**config.mk**
```make
export PLATFORM = sky130hd
export DESIGN_NAME = ibex_id_sequencer
export DESIGN_NICKNAME = d
export VERILOG_FILES = /design/src/rtl/ibex_id_sequencer_pkg.sv /design/src/rtl/ibex_id_sequencer_sat_counter.sv /design/src/rtl/ibex_id_sequencer.sv
export SDC_FILE = /design/constraint.sdc
export NUM_CORES = 1
export LEC_CHECK = 0
export ABC_AREA = 1
export CAP_MARGIN = 20
export CORE_AREA = 2 2 61 63
export CTS_CLUSTER_DIAMETER = 40
export DETAILED_ROUTE_END_ITERATION = 8
export DIE_AREA = 0 0 63 65
export PLACE_DENSITY = 0.83
export SETUP_SLACK_MARGIN = 0.3
export SLEW_MARGIN = 10
export SYNTH_ARGS = -nofsm -noshare
export SYNTH_HDL_FRONTEND = slang
export SYNTH_SLANG_ARGS = --single-unit
```
**constraint.sdc**
```tcl
create_clock -name clk_i -period 1.8 [get_ports clk_i]
set_clock_uncertainty 0.2 [all_clocks]
set_input_delay 0.36 -clock clk_i [delete_from_list [all_inputs] [get_ports clk_i]]
set_output_delay 0.36 -clock clk_i [all_outputs]
set_load 0.01 [all_outputs]
```
**src/rtl/ibex_id_sequencer_pkg.sv**
```systemverilog
// Shared types for the ID-stage instruction sequencer.
package ibex_id_sequencer_pkg;

   typedef enum logic {
      FIRST_CYCLE = 1'b0,
      MULTI_CYCLE = 1'b1
   } id_seq_state_e;

   typedef enum logic [2:0] {
      WAIT_NONE = 3'd0,
      WAIT_LSU  = 3'd1,
      WAIT_MD   = 3'd2,
      WAIT_BR   = 3'd3,
      WAIT_JMP  = 3'd4
   } id_wait_e;

endpackage

```
**src/rtl/ibex_id_sequencer_sat_counter.sv**
```systemverilog
// Saturating up-counter with synchronous clear; usable for any perf counter.
module ibex_sat_counter #(
   parameter int unsigned WIDTH = 16
) (
   input  logic             clk,
   input  logic             rst_n,
   input  logic             inc,
   input  logic             clr,
   output logic [WIDTH-1:0] count
);

   // Clear wins over increment; the count holds at all-ones instead of wrapping.
   always_ff @(posedge clk) begin
      if (!rst_n) begin
         count <= '0;
      end else if (clr) begin
         count <= '0;
      end else if (inc && (count != '1)) begin
         count <= count + 1'b1;
      end
   end

endmodule

```
**src/rtl/ibex_id_sequencer.sv**
```systemverilog
// ID-stage sequencer: walks one decoded instruction through its execute phases.
//
// state       | meaning
// ------------+-----------------------------------------------------------
// FIRST_CYCLE | new instruction in ID; single-cycle ops retire here
// MULTI_CYCLE | waiting on LSU / mult-div, or second cycle of branch/jump
module ibex_id_sequencer
   import ibex_id_sequencer_pkg::*;
#(
   parameter int unsigned STALL_CNT_W = 16,
   parameter bit          RV32M       = 1'b1
) (
   input  logic                   clk_i,
   input  logic                   rst_ni,
   input  logic                   instr_valid_i,
   input  logic                   kill_i,
   input  logic                   illegal_insn_i,
   input  logic                   jump_in_dec_i,
   input  logic                   branch_in_dec_i,
   input  logic                   data_req_dec_i,
   input  logic                   mult_en_dec_i,
   input  logic                   div_en_dec_i,
   input  logic                   branch_decision_i,
   input  logic                   lsu_resp_valid_i,
   input  logic                   lsu_err_i,
   input  logic                   multdiv_valid_i,
   output logic                   instr_new_o,
   output logic                   lsu_req_o,
   output logic                   multdiv_en_o,
   output logic                   multdiv_kill_o,
   output logic                   branch_set_o,
   output logic                   id_ready_o,
   output logic                   lsu_exc_o,
   output logic                   stall_o,
   output logic [STALL_CNT_W-1:0] stall_cycles_o,
   input  logic                   stall_cnt_clr_i
);

   id_seq_state_e state_q, state_d;
   id_wait_e      wait_q, wait_d;
   logic          kill_seen_q, kill_seen_d;
   logic          start;
   logic          md_dec;
   logic          multi_done;

   assign start  = instr_valid_i && !kill_i && !illegal_insn_i;
   assign md_dec = (mult_en_dec_i || div_en_dec_i) && RV32M;

   // Condition that ends the MULTI_CYCLE phase for the current wait type.
   always_comb begin
      multi_done = 1'b1;
      case (wait_q)
         WAIT_LSU: multi_done = lsu_resp_valid_i;
         WAIT_MD:  multi_done = kill_i || multdiv_valid_i;
         default:  multi_done = 1'b1;
      endcase
   end

   // State, wait-type and recorded-kill registers.
   always_ff @(posedge clk_i) begin
      if (!rst_ni) begin
         state_q     <= FIRST_CYCLE;
         wait_q      <= WAIT_NONE;
         kill_seen_q <= 1'b0;
      end else begin
         state_q     <= state_d;
         wait_q      <= wait_d;
         kill_seen_q <= kill_seen_d;
      end
   end

   // Next-state decode; decoder flags resolve LSU > MD > BR > JMP.
   always_comb begin
      state_d     = state_q;
      wait_d      = wait_q;
      kill_seen_d = kill_seen_q;
      case (state_q)
         FIRST_CYCLE: begin
            if (start) begin
               if (data_req_dec_i) begin
                  state_d = MULTI_CYCLE;
                  wait_d  = WAIT_LSU;
               end else if (md_dec) begin
                  state_d = MULTI_CYCLE;
                  wait_d  = WAIT_MD;
               end else if (branch_in_dec_i) begin
                  if (branch_decision_i) begin
                     state_d = MULTI_CYCLE;
                     wait_d  = WAIT_BR;
                  end
               end else if (jump_in_dec_i) begin
                  state_d = MULTI_CYCLE;
                  wait_d  = WAIT_JMP;
               end
            end
         end
         MULTI_CYCLE: begin
            if (multi_done) begin
               state_d     = FIRST_CYCLE;
               wait_d      = WAIT_NONE;
               kill_seen_d = 1'b0;
            end else if ((wait_q == WAIT_LSU) && kill_i) begin
               // A bus access cannot be recalled; remember the kill so the
               // eventual response retires silently.
               kill_seen_d = 1'b1;
            end
         end
         default: begin
            state_d = FIRST_CYCLE;
            wait_d  = WAIT_NONE;
         end
      endcase
   end

   // Output decode from state, wait type and the current-cycle inputs.
   always_comb begin
      lsu_req_o      = 1'b0;
      multdiv_en_o   = 1'b0;
      multdiv_kill_o = 1'b0;
      branch_set_o   = 1'b0;
      id_ready_o     = 1'b0;
      lsu_exc_o      = 1'b0;
      stall_o        = 1'b0;
      case (state_q)
         FIRST_CYCLE: begin
            if (instr_valid_i) begin
               if (!start) begin
                  id_ready_o = 1'b1;
               end else if (data_req_dec_i) begin
                  lsu_req_o = 1'b1;
               end else if (md_dec) begin
                  multdiv_en_o = 1'b1;
               end else if (branch_in_dec_i) begin
                  id_ready_o = !branch_decision_i;
               end else if (!jump_in_dec_i) begin
                  id_ready_o = 1'b1;
               end
            end
         end
         MULTI_CYCLE: begin
            stall_o = !multi_done;
            case (wait_q)
               WAIT_LSU: begin
                  id_ready_o = lsu_resp_valid_i;
                  lsu_exc_o  = lsu_resp_valid_i && lsu_err_i && !kill_seen_q && !kill_i;
               end
               WAIT_MD: begin
                  multdiv_en_o   = !kill_i;
                  multdiv_kill_o = kill_i;
                  id_ready_o     = kill_i || multdiv_valid_i;
               end
               WAIT_BR: begin
                  branch_set_o = !kill_i;
                  id_ready_o   = 1'b1;
               end
               default: begin
                  id_ready_o = 1'b1;
               end
            endcase
         end
         default: ;
      endcase
   end

   assign instr_new_o = (state_q == FIRST_CYCLE);

   ibex_sat_counter #(
      .WIDTH (STALL_CNT_W)
   ) u_stall_cnt (
      .clk   (clk_i),
      .rst_n (rst_ni),
      .inc   (stall_o),
      .clr   (stall_cnt_clr_i),
      .count (stall_cycles_o)
   );

endmodule

```
==> impl_metrics.py, run 1 <==
metrics = {
    "status": {
        "outcome": "complete, but fails checks",
        "violations": "setup timing",
    },
    "yosys": {
        "yosysWarnings": 0,
        "synth_xor_xnor_area_share_pct": 3.757,
        "synth_simple_gate_area_share_pct": 46.51,
        "synth_ff_type": "dfxtp_1",
        "synth_top_family_by_area": "simple AND/OR/NAND/NOR gates",
        "synth_async_sr_flop_share_pct": 0,
        "synth_cell_type_count": 25,
        "synthAdderAreaFrac_pct": 0.8945,
        "synth_area_sq_um": 1399,
        "synth_nets": 249,
        "synth_compound_area_share_pct": 8.229,
        "ys_seq_area_share_pct": 30.05,
        "synth-edff-count": 0,
        "muxShareOfSynthArea_pct": 0,
        "syn_inst": 233,
        "ys_ff_latch": 21,
        "syn_area_per_cell_sq_um": 6.004,
    },
    "worst_setup_path": {
        "crit_chain": "inv_4 > nor2_2 > nand3_2 > nand2_4 > nand2_2 > inv_2 > buf_6",
        "arrival_ps": 1330,
        "cp-startpoint": "wait_q[0]",
        "cp-end-kind": "output pin",
        "slowest_stage": "dfxtp_2",
        "worstSetupPathType": "reg2out",
        "max_stage_delay_ps": 390,
        "reg2reg_from": "wait_q[0]",
        "r2r_cells": 12,
        "cp_max_fo": 5,
        "crit_required_ps": 1240,
        "crit_path_start_kind": "flop",
    },
    "global_route": {
        "antenna_found_initial": 0,
        "grt.overflow.total": 0,
        "grtUsageTotal_pct": 24.29,
        "grt_pass1_vias": 1848,
        "grt_first_pass_wirelength_mm": 8.004,
        "grt_max_degree": 14,
    },
    "cells_and_area": {
        "syn2layout_area_growth_pct": 98.03,
        "utilization_pct": 79.24,
        "fin_area_sq_um": 2770,
        "drive_gt1_share_pct": 57.69,
        "final_cells": 386,
        "layout.nets": 355,
        "final_cell_mix": "55 x nand2_1, 42 x buf_4, 30 x buf_6",
        "diodes": 0,
        "mostFrequentLayoutCell": "nand2_1",
    },
    "timing": {
        "period_minus_slack_ps": 1892,
        "rsz0062_at_grt": "yes",
        "postLayoutSetupSlackWorst_ps": -92.02,
        "setup_violations": 19,
        "final-max-slew-violation-count": 0,
        "fmax_mhz": 528.5,
        "min_period_over_period_pct": 105.1,
        "worstMarginPinSlew_ps": 697.6,
        "setup_tns_ps": -781.0,
        "finalHoldViolCount": 0,
        "slew_headroom_pct": 53.44,
    },
    "floorplan": {
        "num_io_pins": 39,
        "die_w_microns": 63,
        "floorplan.initialDensity_pct": 40.01,
        "die_h_microns": 65,
        "dieArea_sq_um": 4095,
        "core_area_sq_um": 3496,
        "rows": 22,
    },
    "hold_path": {
        "min_path_type": "in2reg",
        "worstHoldStart": "kill_i",
        "hold_depth": 3,
    },
    "route": {
        "wl_per_cell_microns": 15.81,
        "firstDrtPassIters": 4,
        "drt-initial-drc-count": 107,
        "via_count": 2053,
        "ant_nets": 0,
        "viasPerCell": 5.319,
        "wl_mm": 6.102,
        "route.detailed.drc": 0,
    },
    "placement": {
        "place_congestion": 0.8580,
        "hpwl_mm": 2.852,
        "dp.cells": 335,
        "dpl_cell_area_sq_um": 2037,
        "portBuffers": 38,
    },
    "clock_network": {
        "cts-root-buf": "clkbuf_4",
        "cts_tree": "yes",
        "cts_made_buffers": 3,
        "cts_buffer_depth": 2,
        "cts.clk_slew.worst_paths_ps": 130,
        "cts_sinks": 21,
        "clkLatencyLatePin_ps": 320,
        "cts_max_level": 1,
    },
    "power": {
        "p_per_area_nw_per_um2": 311.8,
        "switching_share_pct": 28.74,
        "ir_worst_vdd_uv": 322.9,
        "switchingPower_w": 0.0002482,
        "seqPwrFrac_pct": 52.2,
        "p_comb_share_pct": 19.5,
        "pwr-share-clk_pct": 28.3,
        "p_int_w": 0.0006156,
        "leakagePower_nw": 1.164,
    },
    "flow_run": {
        "cap_violations": 0,
    },
}
-- cell type report --
type | count | area (sq um)
Fill cell | 218 | 725.7
Sequential cell | 21 | 490.5
Clock buffer | 3 | 22.52
Multi-Input combinational cell | 178 | 1131
Tap cell | 48 | 60.06
Timing Repair Buffer | 106 | 939.7
Inverter | 29 | 118.9
Clock inverter | 1 | 7.507
-- cells by family (layout without fill, tap and decap cells) --
group,after synthesis,count (layout)
AOI/OAI and AO/OA,22,22
DFF,21,21
buffers and inverters,34,139
xor gates and xnor gates,6,6
and+or+nand+nor,149,149
adders and majority gates,1,1
-- critical path, delay by kind of cell (launching register included) --
family | cells | cell delay (ps)
buffers and inverters | 3 | 200
DFF | 1 | 390
and+or+nand+nor | 4 | 410
-- metrics by stage --
stage | hold slack [ps] | setup WS, ps | power, W
after floorplan | 237.5 | 296.3 | 0.0005252
after global placement | 267.6 | -697.8 | 0.0005944
after detailed placement | 269.3 | -734.9 | 0.0005962
after CTS | 115.5 | -28.71 | 0.0008412
after global routing | 105.8 | -166.2 | 0.0009015
final | 120.0 | -92.02 | 0.0008638
-- synthesized netlist by cell type, types with 3 or more instances --
cell	instances	area (sq um)
nand2_1	76	285.3
nor2_1	33	123.9
inv_1	27	101.4
dfxtp_1	21	420.4
a21oi_1	16	80.08
nand3_1	16	80.08
nand4_1	10	62.56
nor3_1	4	20.02
o21ai_0	4	20.02
nand3_2	3	30.03
nor2_2	3	18.77
xnor2_1	3	26.28
xor2_1	3	26.28
-- final timing paths --
kind	endpoint	slack, ps
hold / removal	kill_seen_q	120
setup reg to reg	u_stall_cnt.count[4]	-90
setup / recovery	stall_o	-90
hold reg to reg	u_stall_cnt.count[13]	310
-- flip-flops by register name (all words and copies together), names as in the netlist --
signal	flops
kill_seen_q	1
state_q	1
u_stall_cnt.count	16
wait_q	3
-- repair_timing --
item | in CTS | in global routing
resized for setup | 176 | 89
buffers inserted | 29 | 17
endpoints found under the setup margin | 44 | 42
gates cloned | 1 | 0
hold buffers | 0 | 0
pin swaps | 26 | 23
-- per-layer routing --
metal  up-vias  share of wire [%]  GRT usage [%]
met5         -                  0              0
met4         0                4.7          10.28
met3        29                4.4          2.431
met2        95                 54          48.67
met1       965                 37          25.40
li1        964                  -              -
-- power by group through the flow --
stage               clock, W  sequential [W]  combinational, W
finish              0.000245        0.000451          0.000168
detailed placement         0        0.000480          0.000116
floorplan                  0        0.000479         0.0000463
global route        0.000273        0.000452          0.000177
global placement           0        0.000480          0.000114
CTS                 0.000247        0.000454          0.000140
(Power assumes the default switching activity.)
==> run 2: changes to the inputs <==
--- a/config.mk
+++ b/config.mk
@@ -6,6 +6,7 @@
 export NUM_CORES = 1
 export LEC_CHECK = 0
 export ABC_AREA = 1
+export ABC_CLOCK_PERIOD_IN_PS = 1800
 export CAP_MARGIN = 20
 export CORE_AREA = 2 2 61 63
 export CTS_CLUSTER_DIAMETER = 40
==> results of run 2 <==
No change in the layout: final DEF, timing and power equal those of run 1.
==> run 3: changes to the inputs <==
--- a/config.mk
+++ b/config.mk
@@ -6,13 +6,14 @@
 export NUM_CORES = 1
 export LEC_CHECK = 0
 export ABC_AREA = 1
-export ABC_CLOCK_PERIOD_IN_PS = 1800
+export ABC_CLOCK_PERIOD_IN_PS = 2100
 export CAP_MARGIN = 20
-export CORE_AREA = 2 2 61 63
+export CORE_AREA = 2 2 57 59
 export CTS_CLUSTER_DIAMETER = 40
 export DETAILED_ROUTE_END_ITERATION = 8
-export DIE_AREA = 0 0 63 65
-export PLACE_DENSITY = 0.83
+export DIE_AREA = 0 0 59 61
+export GPL_TIMING_DRIVEN = 0
+export PLACE_DENSITY = 0.89
 export SETUP_SLACK_MARGIN = 0.3
 export SLEW_MARGIN = 10
 export SYNTH_ARGS = -nofsm -noshare
==> constraint.sdc (replaced) <==
create_clock -name clk_i -period 2.1 [get_ports clk_i]
set_clock_uncertainty 0.2 [all_clocks]
set_input_delay 0.21 -clock clk_i [delete_from_list [all_inputs] [get_ports clk_i]]
set_output_delay 0.21 -clock clk_i [all_outputs]
set_load 0.01 [all_outputs]
==> run 3 against run 2 <==
  * The run now ends clean
  * Via count decreased by 21%
  * Critical path depth decreased by 2
  * Routed wire length decreased by 42%
  * Largest cell class unchanged
  * Critical endpoint is now multdiv_en_o
  * Count of clock-buffer cells in the layout unchanged
  * Worst setup slack improved by 360 ps
  * Register-to-register slack improved by 490 ps
==> impl_metrics.py, run 3 (synthesis results as in run 1) <==
metrics = {
    "worst_setup_path": {
        "r2r_cells": 8,
        "max_stage_delay_ps": 320,
        "crit_required_ps": 1690,
        "r2r_slack_ps": 400,
        "reg2reg_to": "u_stall_cnt.count[7]",
        "cp-end-kind": "output pin",
        "crit_path_start_kind": "flop",
        "reg2reg_from": "u_stall_cnt.count[0]",
        "arrival_ps": 1420,
        "slowest_stage": "dfxtp_1",
        "crit_chain": "buf_4 > inv_4 > nand2_1 > o32ai_1 > buf_2",
        "cp.buffers_inverters": 3,
        "cp_top_family": "buffers and inverters",
        "cp_max_fo": 8,
        "worstSetupPathType": "reg2out",
    },
    "route": {
        "wl_per_cell_microns": 11.33,
        "firstDrtPassIters": 4,
        "drt-initial-drc-count": 87,
        "route.detailed.drc": 0,
        "wl_mm": 3.557,
        "m1WireLength_mm": 1.620,
        "viasPerCell": 5.194,
        "routed.top_layer": "met4",
        "via_count": 1631,
        "wl_met2_mm": 1.699,
        "ant_nets": 0,
        "wl_met3_microns": 179,
    },
    "global_route": {
        "grtUsageTotal_pct": 20.78,
        "grt_max_degree": 13,
        "grt_first_pass_wirelength_mm": 5.851,
        "antenna_found_initial": 0,
        "grt_pass1_vias": 1417,
        "grt.overflow.total": 0,
    },
    "placement": {
        "place_congestion": 0.9027,
        "hpwl_mm": 2.593,
        "portBuffers": 38,
    },
    "timing": {
        "setup_violations": 0,
        "final-max-slew-violation-count": 0,
        "rsz0062_at_grt": "yes",
        "fmax_mhz": 547.3,
        "finalHoldViolCount": 0,
        "period_minus_slack_ps": 1827,
        "min_period_over_period_pct": 87.01,
        "hold_ws_ps": 293.5,
        "setup_tns_ps": 0,
        "worstMarginPinSlew_ps": 447.8,
        "slew_headroom_pct": 70.15,
    },
    "cells_and_area": {
        "utilization_pct": 66.10,
        "syn2layout_area_growth_pct": 39.53,
        "largest_reg_flops": 16,
        "largest-register": "u_stall_cnt.count",
        "diodes": 0,
        "drive_gt1_share_pct": 20.28,
        "layout.nets": 298,
        "top_regs": "u_stall_cnt.count: 16 flops, wait_q: 3 flops",
        "final_cell_mix": "76 x nand2_1, 30 x nor2_1, 28 x clkdlybuf4s50_1",
        "mostFrequentLayoutCell": "nand2_1",
    },
    "floorplan": {
        "core_area_sq_um": 2953,
        "dieArea_sq_um": 3599,
        "die_h_microns": 61,
        "num_io_pins": 39,
        "floorplan.initialDensity_pct": 47.37,
        "rows": 20,
        "die_w_microns": 59,
    },
    "clock_network": {
        "cts_buffer_depth": 2,
        "cts.clk_slew.worst_paths_ps": 110,
        "cts_tree": "yes",
        "ctsHoldBuffers": 0,
        "cts_made_buffers": 3,
        "cts_sinks": 21,
        "clkLatencyLatePin_ps": 310,
        "cts_max_level": 1,
        "cts-root-buf": "clkbuf_4",
    },
    "status": {
        "outcome": "complete, no violations",
    },
    "flow_run": {
        "cap_violations": 0,
    },
    "hold_path": {
        "min_path_type": "in2reg",
        "worstHoldStart": "rst_ni",
        "min_to": "wait_q[2]",
        "hold_depth": 3,
    },
    "power": {
        "ir_worst_vdd_uv": 378.8,
        "p_per_area_nw_per_um2": 353.4,
        "leakagePower_nw": 0.7825,
    },
}
## run 3: per-stage QoR
step           cells  total power [W]  instance area, sq um  worst slack [ps]
2_1_floorplan    233        0.0004494                  1399             329.5
3_3_place_gp     304        0.0004907                  1821            -281.4
3_5_place_dp     304        0.0004919                  1821            -292.1
4_1_cts          312        0.0006955                  1898             172.9
5_1_grt          314        0.0007270                  1952             224.5
6_report         314        0.0006899                  1952             272.7
## run 3: per-layer routing
layer / global-route usage, % / vias to the layer above
li1: - / 847
met1: 27.14 / 731
met2: 35.71 / 45
met3: 2.132 / 8
met4: 7.468 / 0
met5: 0 / -
## run 3: how the worst max path moves through the flow
stage | cells past startpoint | end | from
2_1_floorplan | 9 | u_stall_cnt.count[0] | u_stall_cnt.count[0]
3_3_place_gp | 5 | multdiv_en_o | kill_i
3_5_place_dp | 5 | multdiv_en_o | kill_i
4_1_cts | 5 | multdiv_en_o | state_q
5_1_grt | 5 | multdiv_en_o | state_q
6_report | 5 | multdiv_en_o | state_q
## run 3: final cells by class
class                           count  area (sq um)
Multi-Input combinational cell    178         892.1
Timing Repair Buffer               44         400.4
Buffer                              5         38.79
Fill cell                         265          1001
Clock inverter                      1         5.005
Sequential cell                    21         437.9
Clock buffer                        3         22.52
Inverter                           29         113.9
Tap cell                           33         41.29
## run 3: report_power, final
part	internal (W)	total, W	switching (W)
clock	0.0000711	0.000196	0.000124
sequential	0.000401	0.000405	0.00000402
combinational	0.0000445	0.0000896	0.0000451
total	0.000516	0.000690	0.000174
## run 3: what timing repair did
item,CTS,global route
setup endpoints to repair,20,25
hold endpoints to repair,0,0
resized for setup,32,34
setup buffers,4,2
pin swaps,3,4
## run 3: tightest hold or removal path, cell delays in order
cell	delay, ps
clkdlybuf4s50_1	440
nand2_1	90
nor2_1	30
